**src/rtl/tour_pkg.sv**
```systemverilog
// Shared definitions for the knight's-tour command replayer: FSM states,
// command field constants and the move-bit order shared with the solver.
package tour_pkg;

    typedef enum logic [2:0] {
        IDLE,
        FETCH,
        VERT,
        HOLD_V,
        HORZ,
        HOLD_H
    } state_t;

    localparam logic [3:0] OP_MOVE    = 4'h2;
    localparam logic [3:0] OP_FANFARE = 4'h3;

    localparam logic [7:0] HEAD_N = 8'h00;
    localparam logic [7:0] HEAD_W = 8'h3F;
    localparam logic [7:0] HEAD_S = 8'h7F;
    localparam logic [7:0] HEAD_E = 8'hBF;

    localparam logic [7:0] RESP_ACK  = 8'hA5;
    localparam logic [7:0] RESP_BUSY = 8'h5A;

    localparam logic [4:0] LAST_MOVE = 5'd23;

    // Move bit i moves the knight by (MV_DX[i], MV_DY[i]); the solver encodes with this table.
    localparam logic signed [2:0] MV_DX [8] = '{-3'sd1, 3'sd1, -3'sd2, -3'sd2, -3'sd1, 3'sd1, 3'sd2, 3'sd2};
    localparam logic signed [2:0] MV_DY [8] = '{3'sd2, 3'sd2, 3'sd1, -3'sd1, -3'sd2, -3'sd2, -3'sd1, 3'sd1};

    function automatic logic [3:0] mag(input logic signed [2:0] v);
        logic [2:0] a;
        a = v[2] ? 3'(-v) : v;
        return {1'b0, a};
    endfunction

endpackage

```
**src/rtl/move_decode.sv**
```systemverilog
// Combinational decode of a one-hot knight move into its vertical and
// horizontal leg commands; non-one-hot moves decode to all-zero commands.
module move_decode
    import tour_pkg::*;
(
    input  logic [7:0]  move,
    output logic [15:0] vert_cmd,
    output logic [15:0] horz_cmd
);

    logic signed [2:0] dx;
    logic signed [2:0] dy;
    logic              one_hot;

    always_comb begin
        one_hot  = (move != '0) && ((move & (move - 8'd1)) == '0);
        dx       = '0;
        dy       = '0;
        vert_cmd = '0;
        horz_cmd = '0;
        for (int unsigned i = 0; i < 8; i++) begin
            if (move[i]) begin
                dx = MV_DX[i];
                dy = MV_DY[i];
            end
        end
        if (one_hot) begin
            vert_cmd = {OP_MOVE, (dy > 3'sd0) ? HEAD_N : HEAD_S, mag(dy)};
            horz_cmd = {OP_FANFARE, (dx > 3'sd0) ? HEAD_E : HEAD_W, mag(dx)};
        end
    end

endmodule

```
**src/rtl/tour_cmd.sv**
```systemverilog
// Command source mux: passes UART commands through when idle, otherwise
// replays a solved 24-move tour as vertical/horizontal leg commands.
module tour_cmd
    import tour_pkg::*;
(
    input  logic        clk,
    input  logic        rst_n,
    input  logic        start_tour,
    input  logic [7:0]  move,
    output logic [4:0]  mv_indx,
    input  logic [15:0] cmd_UART,
    input  logic        cmd_rdy_UART,
    output logic [15:0] cmd,
    output logic        cmd_rdy,
    input  logic        clr_cmd_rdy,
    output logic        clr_cmd_rdy_UART,
    input  logic        send_resp,
    output logic [7:0]  resp
);

    state_t      state;
    logic [15:0] vert_cmd;
    logic [15:0] horz_cmd;

    move_decode u_move_decode (
        .move     (move),
        .vert_cmd (vert_cmd),
        .horz_cmd (horz_cmd)
    );

    always_ff @(posedge clk or negedge rst_n) begin
        if (!rst_n) begin
            state   <= IDLE;
            mv_indx <= '0;
        end else begin
            case (state)
                IDLE:    if (start_tour) begin
                             mv_indx <= '0;
                             state   <= FETCH;
                         end
                FETCH:   state <= VERT;
                VERT:    if (clr_cmd_rdy) state <= HOLD_V;
                HOLD_V:  if (send_resp) state <= HORZ;
                HORZ:    if (clr_cmd_rdy) state <= HOLD_H;
                HOLD_H:  if (send_resp) begin
                             if (mv_indx == LAST_MOVE) begin
                                 state <= IDLE;
                             end else begin
                                 mv_indx <= mv_indx + 5'd1;
                                 state   <= FETCH;
                             end
                         end
                default: state <= IDLE;
            endcase
        end
    end

    // Outputs decode from the registered state so IDLE stays a zero-latency UART pass-through.
    always_comb begin
        cmd              = '0;
        cmd_rdy          = 1'b0;
        clr_cmd_rdy_UART = 1'b0;
        resp             = RESP_BUSY;
        case (state)
            IDLE: begin
                cmd              = cmd_UART;
                cmd_rdy          = cmd_rdy_UART;
                clr_cmd_rdy_UART = clr_cmd_rdy;
                resp             = RESP_ACK;
            end
            VERT: begin
                cmd     = vert_cmd;
                cmd_rdy = 1'b1;
            end
            HOLD_V:  cmd = vert_cmd;
            HORZ: begin
                cmd     = horz_cmd;
                cmd_rdy = 1'b1;
            end
            HOLD_H: begin
                cmd = horz_cmd;
                if (mv_indx == LAST_MOVE) resp = RESP_ACK;
            end
            default: ;
        endcase
    end

endmodule
```
**config.mk**
```make
export PLATFORM = sky130hd
export DESIGN_NAME = tour_cmd
export DESIGN_NICKNAME = d
export VERILOG_FILES = /design/src/rtl/tour_pkg.sv /design/src/rtl/move_decode.sv /design/src/rtl/tour_cmd.sv
export SDC_FILE = /design/constraint.sdc
export NUM_CORES = 1
export LEC_CHECK = 0
export BUFFER_PORTS_ARGS = -buffer_cell sky130_fd_sc_hd__buf_2
export CAP_MARGIN = 25
export CORE_MARGIN = 2
export CORE_UTILIZATION = 40
export CTS_BUF_LIST = sky130_fd_sc_hd__clkbuf_16
export CTS_CLUSTER_DIAMETER = 60
export CTS_CLUSTER_SIZE = 8
export DETAILED_ROUTE_END_ITERATION = 7
export PLACE_DENSITY = 0.88
export SYNTH_ARGS = -nofsm -noshare
export SYNTH_HDL_FRONTEND = slang
export SYNTH_SLANG_ARGS = --single-unit
```
**constraint.sdc**
```tcl
create_clock -name clk -period 2.5 [get_ports clk]
set_clock_uncertainty 0.2 [all_clocks]
set_input_delay 0.5 -clock clk [delete_from_list [all_inputs] [get_ports clk]]
set_output_delay 0.5 -clock clk [all_outputs]
set_load 0.02 [all_outputs]
```
; ---- Yosys cells after proc, flatten, opt, wreduce, memory -nomap -nowiden
; Index checks and enable logic that the tools add are counted.
[totals]
wordCells = 69
ff_bits = 8
[classes]
addsub = 4
bitwise = 1
n_reduce_logical = 10
n_eq_ne = 12
order_cmp = 2
muxes = 38
[op_table]
columns = op, n
row1 = $mux 3, 20
row2 = $pmux 16 s3, 1
row3 = $mux 14, 2
row4 = $pmux 3 s6, 1
row5 = $mux 8, 2
row6 = $pmux 8 s2, 1
row7 = $mux 5, 3
row8 = $ne 2x2->1 const B, 6
row9 = $pmux 5 s2, 1
row10 = $and 8x8->8, 1
row11 = $logic_not 8->1, 1
row12 = $reduce_bool 8->1, 1
row13 = $sub 8x1->8 const B, 1
row14 = $mux 7, 1
row15 = $eq 3x2->1 const B, 2
row16 = $eq 3x3->1 const B, 2
row17 = $gt 3x1->1 const B, 2
row18 = $mux 2, 3
row19 = $neg 3->3, 2
row20 = $reduce_or 2->1, 3
row21 = $add 5x1->5 const B, 1
row22 = $eq 5x5->1 const B, 1
row23 = $reduce_and 5->1, 1
row24 = $reduce_and 4->1, 1
row25 = other kinds (6), 7

; ---- Longest topological paths before layout
; Gate-level depths: netlist of run 1.
[logic_depth]
ltp_word = 12
mapped_depth = 8
mapped_depth_nobuf = 7

; ---- By module
; Synthesis of run 1 repeated with hierarchy kept, for this count alone.
[hier_totals]
cells_unflattened = 185
hier_area_um2 = 1331.3
[by_module_without_submodules]
columns = module, instances, cells_each, area_per_inst_um2
row1 = tour_cmd, 1, 117, 879.6
row2 = move_decode, 1, 68, 451.7

; ---- Worst setup path before layout of run 1
; No wires, ideal clock.
[synth_timing]
path_type = input to output
start = in move[3]
end = out cmd[4]
t_required_ns = 1.800
t_arrival_ns = 1.893
stages = 7
n_path_buf = 0
slack_ns = -0.093
cell_sequence = nor4_2 > o21ai_0 > nand2b_1 > ha_1 > o21ai_1 > a221oi_2 > a21o_1
[synth_via]
elab_chain_len = 9
word_cells_on_any_way = 15
cone_classes = add/sub (1) / order compare (1) / mux (9) / bitwise (1) / reduce/logical (3)
[synth_lines]
columns = element, line
row1 = "start, declared", tour_cmd.sv:9  ; input logic [7:0] move,
row2 = $mux 3 (5 in a row), move_decode.sv:22  ; if (move[i]) begin
row3 = $gt 3x1->1, move_decode.sv:28  ; vert_cmd = {OP_MOVE, (dy > 3'sd0) ? HEAD_N : HEAD_S, mag(dy)};
row4 = $mux 7, move_decode.sv:28
row5 = $mux 14, move_decode.sv:27  ; if (one_hot) begin
row6 = $pmux 16 s3 *, tour_cmd.sv:64  ; case (state)
row7 = "end, declared", tour_cmd.sv:13  ; output logic [15:0] cmd,
; Every way passes the cells marked *; elsewhere a longest branch is shown, timed or not.

; ---- Final worst setup path of run 1
[layout_timing]
start = in move[4]
end = out cmd[1]
[layout_via]
elab_chain_len = 8
word_cells_on_any_way = 20
cone_classes = add/sub (3) / mux (13) / bitwise (1) / reduce/logical (3)
[layout_lines]
columns = element, line
row1 = "parallel branches: the longest is 7 deep, another holds $sub 8x1->8", -
row2 = $pmux 16 s3 *, tour_cmd.sv:64
; Mark *: on every way between the ends.

==> out/qor.yml, run 1 <==
critical_path:
  crit_required_ns: 1.80
  cp-end-kind: "output port"
  max_stage_delay_ns: 0.37
  r2r-start: "state[2]$_DFFE_PN0P_"
  worstReg2RegEnd: "mv_indx[2]$_DFFE_PN0P_"
  cp_top_family: "compound AO/OA/AOI/OAI gates"
  start_kind: "input pin"
  r2r_setup_slack_ns: 0.47
  criticalPathCategory: "input pin to output port"
  cpMaxStageDelayCell: "o31a_1"
  path_buf_inv: 2
  arrival_ns: 2.08
  crit_path_cell_trace: "buf_6 -> o31a_1 -> o41ai_2 -> ha_2 -> a21boi_1 -> o32a_1 -> o21ai_1 -> buf_4"
  rr_worst_depth: 7
  path_max_fanout: 6
cells_and_area:
  drive_above_1_share_pct: 56.19
  fillerInstances: 141
  finalNetCount: 245
  n_antenna_cell: 0
  fin_cells: 238
  area_growth_pct: 94.38
logic_synthesis:
  synth_area_um2: 935.9
  synth_fp_nets: 158
  synthTopCellsByArea: "dfrtp_1 (21%), a21o_1 (6.4%), o21ai_0 (5.9%)"
  yosys.area.top_type: "dfrtp_1"
  avgSynthCellArea_um2: 7.487
  netlist_instances: 125
  synth_top_area_share_pct: 21.39
  ys_warn_count: 0
  synth_seq_cells: 8
  ys_seq_area_share_pct: 21.39
  synth_cell_types: 40
status:
  violations: "negative setup slack"
  status: "finished with violations"
clock_tree:
  clock-sinks: 8
  clock-root-buffer: "clkbuf_16"
  cts_buffer_depth: 2
  cts_tree: "done"
  cts_made_buffers: 3
  path_clk_slew_ns: 0.04
  htree_levels: 1
  clk_latency_ns: 0.24
sta:
  fin_crit_ns: 2.777
  finalSetupViolations: 13
  slew_violations: 0
  finalWorstSetupSlack_ns: -0.2765
  relSlewSlack_pct: 73.51
  holdWs_ns: 0.3212
  fmaxAchievable_mhz: 360.2
  final.period_utilization_pct: 111.1
  finalHoldViolations: 0
  rsz0062_at_grt: "yes"
  worstMarginPinSlew_ns: 0.3964
drt:
  routed-via-count: 1368
  first_pass_iters: 4
  postRouteAntennaNets: 0
  initialDrtViolationCount: 42
  via_per_inst: 5.748
  wl_per_cell_um: 18.61
  drt_wl_total_um: 4428
  route.detailed.drc: 0
run:
  maxCapViolCount: 0
grt:
  overflow: 0
  grt_max_degree: 12
  grt_usage_pct: 29.63
  antenna_found_initial: 0
  grt_pass1_vias: 1292
  grt_pass1_wl_um: 5934
placed_design:
  numPortBuffers: 60
  dp_cells: 222
  dp_hpwl_um: 2266
  pre_cts_slack_ns: -0.2569
  routabilityCongestion: 0.8291
floorplanning:
  io_pins: 61
  die_area_mm2: 0.002743
  die_w_um: 52.37
  start_util_pct: 42.31
  fp-row-count: 17
  die_h_um: 52.37
  core_area_mm2: 0.002212
min_path:
  holdPathEnd: "mv_indx[3]$_DFFE_PN0P_"
  min_path_cells: 1
  worstHoldStart: "mv_indx[3]$_DFFE_PN0P_"
  hp-class: "flop to flop"
power:
  p_leak_nw: 0.9047
  ir_drop_mv: 0.7597
  powerDensity_mw_per_mm2: 939.2
-- placed cells by master (no fill, tap or decap), types with 4 or more instances in the layout --
cell      netlist  final
dfrtp_1         8      8
buf_4           6     28
nor2_1         11      8
a21o_1          8      8
nand3_1         4      4
o21ai_0        11      8
nand2_1        14     14
buf_6           0     20
buf_2           3     41
and2_1          6      6
nand2b_1        5      5
-- sequential cells by signal (all words and copies together) (netlist names) --
name     flops
mv_indx      5
state        3
-- cell usage after synthesis (all sizes together) --
cell	instances
a211oi	1
a21boi	3
a21o	8
a21oi	3
a221oi	1
a22oi	1
a31oi	1
and2	6
and3	2
buf	10
clkbuf	1
dfrtp	8
ha	3
inv	2
mux2i	3
nand2	14
nand2b	5
nand3	4
nand4	1
nand4b	2
nor2	11
nor2b	2
nor3	4
nor3b	2
nor4	1
o211ai	2
o21ai	15
o22a	1
o22ai	1
o31a	1
o31ai	2
o32a	1
o41ai	2
or3	1
-- worst max path at each step --
stage	start	endpoint	slack (ns)	cells past startpoint
after floorplan	move[5]	cmd[10]	-0.02	5
after global placement	move[3]	cmd[6]	-0.23	10
after detailed placement	move[3]	cmd[9]	-0.26	10
after CTS	move[3]	cmd[9]	-0.18	10
after global routing	move[3]	cmd[6]	-0.38	10
final	move[4]	cmd[1]	-0.28	8
-- stage by stage --
stage	util, %	power (mW)	setup TNS [ns]	cell area (um2)
5_1_grt	82.24	1.780	-3.928	1819
6_report	82.24	1.709	-3.020	1819
3_5_place_dp	62.78	1.179	-2.341	1389
4_1_cts	76.64	1.610	-1.294	1695
3_3_place_gp	62.78	1.166	-2.133	1389
2_1_floorplan	-	0.9142	-0.1247	958.4
-- per-layer routing --
layer	GRT usage, %	vias up	routed length, um
met5	0	-	0
met4	14.53	0	139
met3	4.571	15	258
met2	57.08	76	2443
met1	30.26	648	1587
li1	-	629	-
-- layout make-up --
cell class / instances / area (um2) / share of cell area (%)
clock buffer: 3 / 75.07 / 4.127
multi-input combinational: 104 / 795.8 / 43.74
timing repair buffer: 93 / 705.7 / 38.79
tap: 28 / 35.03 / 1.926
inverter: 2 / 7.507 / 0.4127
sequential: 8 / 200.2 / 11.00
-- repair_timing --
action,4_1_cts,5_1_grt
gates resized for setup,54,17
pin swaps,11,6
setup endpoints to repair,13,13
hold buffers,1,0
endpoints found under the hold margin,8,0
buffers inserted,6,7
-- logic make-up (layout without fill, tap and decap cells) --
group / Yosys count / in the layout / share of synthesized area [%]
AND/OR/NAND/NOR: 55 / 55 / 31.55
AO/OA/AOI/OAI: 43 / 43 / 31.82
buffers and inverters: 13 / 98 / 8.020
flip-flops: 8 / 8 / 21.39
adder cells (fa/ha/maj): 3 / 3 / 4.011
multiplexers: 3 / 3 / 3.209
-- report_power, final --
group	switching, mW	leakage, nW	internal (mW)
Sequential	0.0351	0.107	0.163
Clock	0.0694	0.0370	0.207
Combinational	0.729	0.761	0.505
Total	0.834	0.905	0.875
Power figures use the tool's default switching activity.
==> run 2, diff against run 1 <==
--- a/config.mk
+++ b/config.mk
@@ -14,6 +14,7 @@
 export CTS_CLUSTER_SIZE = 8
 export DETAILED_ROUTE_END_ITERATION = 7
 export PLACE_DENSITY = 0.88
+export SETUP_SLACK_MARGIN = 0.5
 export SYNTH_ARGS = -nofsm -noshare
 export SYNTH_HDL_FRONTEND = slang
 export SYNTH_SLANG_ARGS = --single-unit
==> run 2 against run 1 <==
The flow now stops in 5_1_grt. Synthesized area is the same. Synthesized cell count is the same.
==> out/qor.yml, run 2 <==
status:
  status: "aborted with a tool error"
  haltStage: "5_1_grt"
  error_line: "[ERROR DPL-0033] detailed placement checks failed during check placement."
logic_synthesis:
  yosys.area.top_type: "dfrtp_1"
  synth.area.mux_share_pct: 3.209
  synth_cell_types: 40
  yosysMostFrequentCell: "nand2_1"
  synth_edf_count: 0
  synth_top_family_by_area: "compound AO/OA/AOI/OAI gates"
  netlist_instances: 125
  synth-xor-area-share_pct: 0
  ys_seq_area_share_pct: 21.39
  synth_area_um2: 935.9
  synth_fp_nets: 158
  synth_compound_area_share_pct: 31.82
  synthTopCellsByArea: "dfrtp_1 (21%), a21o_1 (6.4%), o21ai_0 (5.9%)"
  synth_adder_area_share_pct: 4.011
  avgSynthCellArea_um2: 7.487
  yosys-top-cells-count: "nand2_1 (14), nor2_1 (11), o21ai_0 (11), a21o_1 (8), dfrtp_1 (8)"
  synthSimpleGateAreaFrac_pct: 31.55
  async_reset_ff_share_pct: 100.0
  ys_warn_count: 0
  synth_seq_cells: 8
  synth_top_area_share_pct: 21.39
  ys.flop_type: "dfrtp_1"
placed_design:
  dp_hpwl_um: 2366
  numPortBuffers: 60
  pre_cts_slack_ns: -0.2436
  routabilityCongestion: 0.8865
  dp_cells: 222
floorplanning:
  fp-row-count: 17
  die_w_um: 52.37
  start_util_pct: 42.31
  die_h_um: 52.37
  io_pins: 61
sta:
  endpoint_type: "output port"
  grt-worst-endpoint: "cmd[4]"
clock_tree:
  clock-root-buffer: "clkbuf_16"
  htree_levels: 1
  cts_buffer_depth: 2
  clock-sinks: 8
  cts_made_buffers: 3
grt:
  antenna_found_initial: 0
  grt_max_degree: 12
==> run 2: cell counts after synthesis <==
Identical to the previous run, type by type.
==> run 2: repair_timing <==
action                     4_1_cts
gates cloned                     2
setup endpoints to repair       31
hold endpoints to repair         8
pin swaps                       16
buffers inserted                14
hold buffers                     1
gates resized for setup         81
==> run 2: cells by family after synthesis <==
logic type | Yosys count
flip-flops | 8
AO/OA/AOI/OAI | 43
buffers and inverters | 13
AND/OR/NAND/NOR | 55
multiplexers | 3
adder cells (fa/ha/maj) | 3
==> run 2: through the flow <==
| stage | area (um2) | setup TNS, ns | utilization (%) |
|---|---|---|---|
| floorplan | 1071 | 0 | - |
| global placement | 1465 | -2.213 | 66.23 |
| detailed placement | 1465 | -2.313 | 66.23 |
| CTS | 1947 | -1.261 | 88.01 |
==> run 3, diff against run 2 <==
--- a/config.mk
+++ b/config.mk
@@ -8,13 +8,9 @@
 export BUFFER_PORTS_ARGS = -buffer_cell sky130_fd_sc_hd__buf_2
 export CAP_MARGIN = 25
 export CORE_MARGIN = 2
-export CORE_UTILIZATION = 40
-export CTS_BUF_LIST = sky130_fd_sc_hd__clkbuf_16
-export CTS_CLUSTER_DIAMETER = 60
-export CTS_CLUSTER_SIZE = 8
+export CORE_UTILIZATION = 25
 export DETAILED_ROUTE_END_ITERATION = 7
-export PLACE_DENSITY = 0.88
-export SETUP_SLACK_MARGIN = 0.5
+export PLACE_DENSITY_LB_ADDON = 0.15
 export SYNTH_ARGS = -nofsm -noshare
 export SYNTH_HDL_FRONTEND = slang
 export SYNTH_SLANG_ARGS = --single-unit
==> run 3 against run 2 <==
The flow now finishes, with violations (negative setup slack).
==> out/qor.yml, run 3 (synthesis results as in run 1) <==
run:
  maxCapViolCount: 0
drt:
  via_per_inst: 4.805
  wl_per_cell_um: 12.59
  route.detailed.drc: 0
  drt_wl_total_um: 3224
  initialDrtViolationCount: 18
  routed-via-count: 1230
  postRouteAntennaNets: 0
  first_pass_iters: 4
placed_design:
  pre_cts_slack_ns: -0.2384
  dp_hpwl_um: 2509
  routabilityCongestion: 0.7631
  numPortBuffers: 60
cells_and_area:
  n_antenna_cell: 0
  largest_reg_flops: 5
  finalNetCount: 243
  area_growth_pct: 87.97
  regMostFlops: "mv_indx"
  final_cell_mix: "buf_2 (41), buf_4 (31), buf_6 (17)"
  utilization_pct: 48.42
  largestRegisters: "mv_indx x5, state x3"
  final_common_cell: "buf_2"
  drive_above_1_share_pct: 55.77
sta:
  final.period_utilization_pct: 105.9
  fmaxAchievable_mhz: 377.6
  relSlewSlack_pct: 73.19
  slew_violations: 0
  finalWorstSetupSlack_ns: -0.1486
  worstMarginPinSlew_ns: 0.4013
  finalSetupViolations: 13
  finalHoldViolations: 0
  fin_crit_ns: 2.649
  rsz0062_at_grt: "yes"
critical_path:
  start_kind: "input pin"
  cp_top_family: "compound AO/OA/AOI/OAI gates"
  path_buf_inv: 3
  crit_required_ns: 1.80
  max_stage_delay_ns: 0.28
  criticalPathCategory: "input pin to output port"
  cpMaxStageDelayCell: "nor4_4"
  cp-startpoint: "move[6]"
  crit_path_cell_trace: "buf_8 -> nor4_4 -> o21ai_1 -> nand2b_1 -> ha_2 -> o21ai_2 -> a221oi_2 -> buf_4 -> a21o_1 -> buf_6"
  r2r-start: "state[2]$_DFFE_PN0P_"
  path_max_fanout: 6
  cp-end-kind: "output port"
  arrival_ns: 1.95
clock_tree:
  clock-sinks: 8
  clk_latency_ns: 0.22
  cts_tree: "done"
  cts_made_buffers: 3
  htree_levels: 1
  path_clk_slew_ns: 0.04
  clock-root-buffer: "clkbuf_8"
  cts_buffer_depth: 2
grt:
  grt_usage_pct: 15.02
  antenna_found_initial: 0
  overflow: 0
  grt_pass1_vias: 1159
  grt_max_degree: 15
  grt_pass1_wl_um: 5230
floorplanning:
  die_w_um: 65.19
  die_h_um: 65.19
  start_util_pct: 25.76
  core_area_mm2: 0.003633
  die_area_mm2: 0.004249
  io_pins: 61
  fp-row-count: 22
power:
  powerDensity_mw_per_mm2: 833.1
  p_leak_nw: 0.8714
  ir_drop_mv: 0.2793
status:
  status: "finished with violations"
  violations: "negative setup slack"
min_path:
  hp-class: "flop to flop"
  worstHoldStart: "mv_indx[4]$_DFFE_PN0P_"
-- run 3: area by class of cell --
| type | count | area, um2 |
|---|---|---|
| fill | 382 | 1874 |
| multi-input combinational | 104 | 795.8 |
| timing repair buffer | 91 | 654.4 |
| sequential | 8 | 200.2 |
| tap | 48 | 60.06 |
| clock buffer | 3 | 41.29 |
| inverter | 2 | 7.507 |
-- run 3: what timing repair did --
action	CTS	global route
pin swaps	7	4
gates cloned	0	0
endpoints found under the setup margin	13	13
gates resized for setup	36	28
endpoints found under the hold margin	8	0
setup buffers	5	2
hold buffers	1	0
-- run 3: report_power, final --
part,switching (mW),internal (mW)
combinational,0.615,0.472
clock,0.0459,0.104
sequential,0.0660,0.162
total,0.727,0.739
-- run 3: metrics by stage --
step | instances | hold slack (ns) | TNS, ns | total power, mW | area, um2
3_3_place_gp | 246 | 0.1481 | -2.755 | 1.169 | 1431
2_1_floorplan | 125 | 0.004409 | -0.1247 | 0.9142 | 958.4
5_1_grt | 256 | 0.3537 | -2.696 | 1.572 | 1759
6_report | 256 | 0.3160 | -1.352 | 1.466 | 1759
3_5_place_dp | 246 | 0.1520 | -2.760 | 1.178 | 1431
4_1_cts | 255 | 0.3177 | -1.466 | 1.429 | 1633
-- run 3: worst paths after layout --
| path | end | slack, ns | cells past startpoint |
|---|---|---|---|
| max in group asynchronous | mv_indx[3]$_DFFE_PN0P_ | 1.49 | 2 |
| max reg2reg | mv_indx[4]$_DFFE_PN0P_ | 0.51 | 6 |
| min reg2reg | mv_indx[4]$_DFFE_PN0P_ | 0.32 | 1 |
| min in group asynchronous | state[1]$_DFFE_PN0P_ | 0.45 | 2 |
| min | mv_indx[4]$_DFFE_PN0P_ | 0.32 | 1 |
| max | cmd[6] | -0.15 | 10 |
-- run 3: per-layer routing --
metal  track usage [%]  vias to the layer above  share of wire (%)
met2             25.77                       40                 50
met1             19.62                      564                 44
li1                  -                      622                  -
met4             2.865                        0               0.90
met3             2.911                        4                5.0
met5                 0                        -                  0
==> run 4, diff against run 3 <==
--- a/config.mk
+++ b/config.mk
@@ -9,6 +9,7 @@
 export CAP_MARGIN = 25
 export CORE_MARGIN = 2
 export CORE_UTILIZATION = 25
+export CTS_BUF_LIST = sky130_fd_sc_hd__clkbuf_16
 export DETAILED_ROUTE_END_ITERATION = 7
 export PLACE_DENSITY_LB_ADDON = 0.15
 export SYNTH_ARGS = -nofsm -noshare
==> run 4 against run 3 <==
The run still ends with negative setup slack left. Cell count unchanged. Maximum frequency down 0.28%. First-iteration DRC count up 17%. Combinational power about the same. Sequential power about the same. Design area up 1.9%. Sequential share of layout area down 0.21 points. Flip-flop and latch count unchanged. Critical path type unchanged. Largest power group unchanged.
==> out/qor.yml, run 4 (synthesis results as in run 1) <==
drt:
  drt_wl_total_um: 3330
  route.detailed.drc: 0
  first_pass_iters: 4
  routed-via-count: 1247
  postRouteAntennaNets: 0
  via_per_inst: 4.871
  initialDrtViolationCount: 21
  wl_per_cell_um: 13.01
critical_path:
  worstReg2RegEnd: "mv_indx[4]$_DFFE_PN0P_"
  cpMaxStageDelayCell: "nor4_4"
  cp-startpoint: "move[6]"
  rr_worst_depth: 6
  r2r-start: "state[2]$_DFFE_PN0P_"
  cp-end-kind: "output port"
  crit_required_ns: 1.80
  r2r_setup_slack_ns: 0.51
  path_buf_inv: 3
  criticalPathCategory: "input pin to output port"
  arrival_ns: 1.96
  max_stage_delay_ns: 0.28
  crit_path_cell_trace: "buf_8 -> nor4_4 -> o21ai_1 -> nand2b_1 -> ha_2 -> o21ai_2 -> a221oi_2 -> buf_4 -> a21o_1 -> buf_6"
  path_max_fanout: 6
  cp_top_family: "compound AO/OA/AOI/OAI gates"
  start_kind: "input pin"
floorplanning:
  die_area_mm2: 0.004249
  die_h_um: 65.19
  fp-row-count: 22
  core_area_mm2: 0.003633
  start_util_pct: 25.76
  die_w_um: 65.19
  io_pins: 61
sta:
  finalHoldViolations: 0
  holdWs_ns: 0.3157
  fin_crit_ns: 2.656
  relSlewSlack_pct: 73.00
  finalSetupViolations: 13
  rsz0062_at_grt: "yes"
  slew_violations: 0
  finalWorstSetupSlack_ns: -0.1561
  worstMarginPinSlew_ns: 0.4041
  final.period_utilization_pct: 106.2
  fmaxAchievable_mhz: 376.5
status:
  violations: "negative setup slack"
  status: "finished with violations"
cells_and_area:
  n_antenna_cell: 0
  largest_reg_flops: 5
  multiInputGateArea_um2: 795.8
  fin_cells: 256
  utilization_pct: 49.35
  finalNetCount: 243
  area_growth_pct: 91.58
  final_cell_mix: "buf_2 (41), buf_4 (31), buf_6 (17)"
  fillerInstances: 371
  largestRegisters: "mv_indx x5, state x3"
  final_common_cell: "buf_2"
  drive_above_1_share_pct: 55.77
  seq_area_um2: 200.2
  regMostFlops: "mv_indx"
grt:
  grt_pass1_wl_um: 5264
  overflow: 0
  grt_pass1_vias: 1162
  grt_usage_pct: 15.27
  grt_max_degree: 15
  antenna_found_initial: 0
clock_tree:
  clock-sinks: 8
  clk_latency_ns: 0.23
  htree_levels: 1
  cts_buffer_depth: 2
  cts_made_buffers: 3
  clock-root-buffer: "clkbuf_16"
  cts_tree: "done"
  path_clk_slew_ns: 0.04
min_path:
  worstHoldStart: "mv_indx[4]$_DFFE_PN0P_"
  hp-class: "flop to flop"
  holdPathEnd: "mv_indx[4]$_DFFE_PN0P_"
  min_path_cells: 1
placed_design:
  dp_hpwl_um: 2509
  numPortBuffers: 60
  routabilityCongestion: 0.7631
  dp_cells: 246
power:
  powerDensity_mw_per_mm2: 885.6
  p_leak_nw: 0.8868
  ir_drop_mv: 0.4014
run:
  maxCapViolCount: 0
-- run 4: changes by cell type in the layout (fill, tap and decap cells not counted) --
cell	change
clkbuf_16	+3
clkbuf_8	-3
-- run 4: power breakdown --
group / switching [mW] / internal [mW]
Clock: 0.0643 / 0.206
Combinational: 0.616 / 0.472
Sequential: 0.0665 / 0.162
Total: 0.747 / 0.841
-- run 4: final cells by class --
cell class / instances / share of cell area (%)
clock buffers: 3 / 4.187
inverters: 2 / 0.4187
multi-input cells: 104 / 44.38
flip-flops and latches: 8 / 11.17
well taps: 48 / 3.350
repair buffers: 91 / 36.50
-- run 4: stage by stage --
stage / power, mW / setup TNS [ns] / worst slack, ns / area [um2]
2_1_floorplan: 0.9142 / -0.1247 / -0.02226 / 958.4
3_3_place_gp: 1.169 / -2.755 / -0.2627 / 1431
3_5_place_dp: 1.178 / -2.760 / -0.2384 / 1431
4_1_cts: 1.549 / -1.466 / -0.1325 / 1667
5_1_grt: 1.690 / -2.664 / -0.2755 / 1793
6_report: 1.588 / -1.398 / -0.1561 / 1793
-- run 4: worst max-delay path by stage --
stage | endpoint | depth (start not counted)
floorplan | cmd[10] | 5
global placement | cmd[12] | 9
detailed placement | cmd[9] | 10
CTS | cmd[7] | 10
global route | cmd[7] | 10
finish | cmd[6] | 10
-- run 4: timing repair --
action | 4_1_cts | 5_1_grt
setup endpoints to repair | 13 | 13
buffers inserted | 5 | 2
gates resized for setup | 36 | 28
pin swaps | 7 | 4
endpoints found under the hold margin | 8 | 0
hold buffers | 1 | 0
-- run 4: metal layers --
layer / vias to the layer above / GRT usage (%) / routed length [um]
met4: 0 / 3.646 / 59
met5: - / 0 / 0
met1: 574 / 19.62 / 1460
li1: 620 / - / -
met2: 45 / 26.28 / 1638
met3: 8 / 2.911 / 172
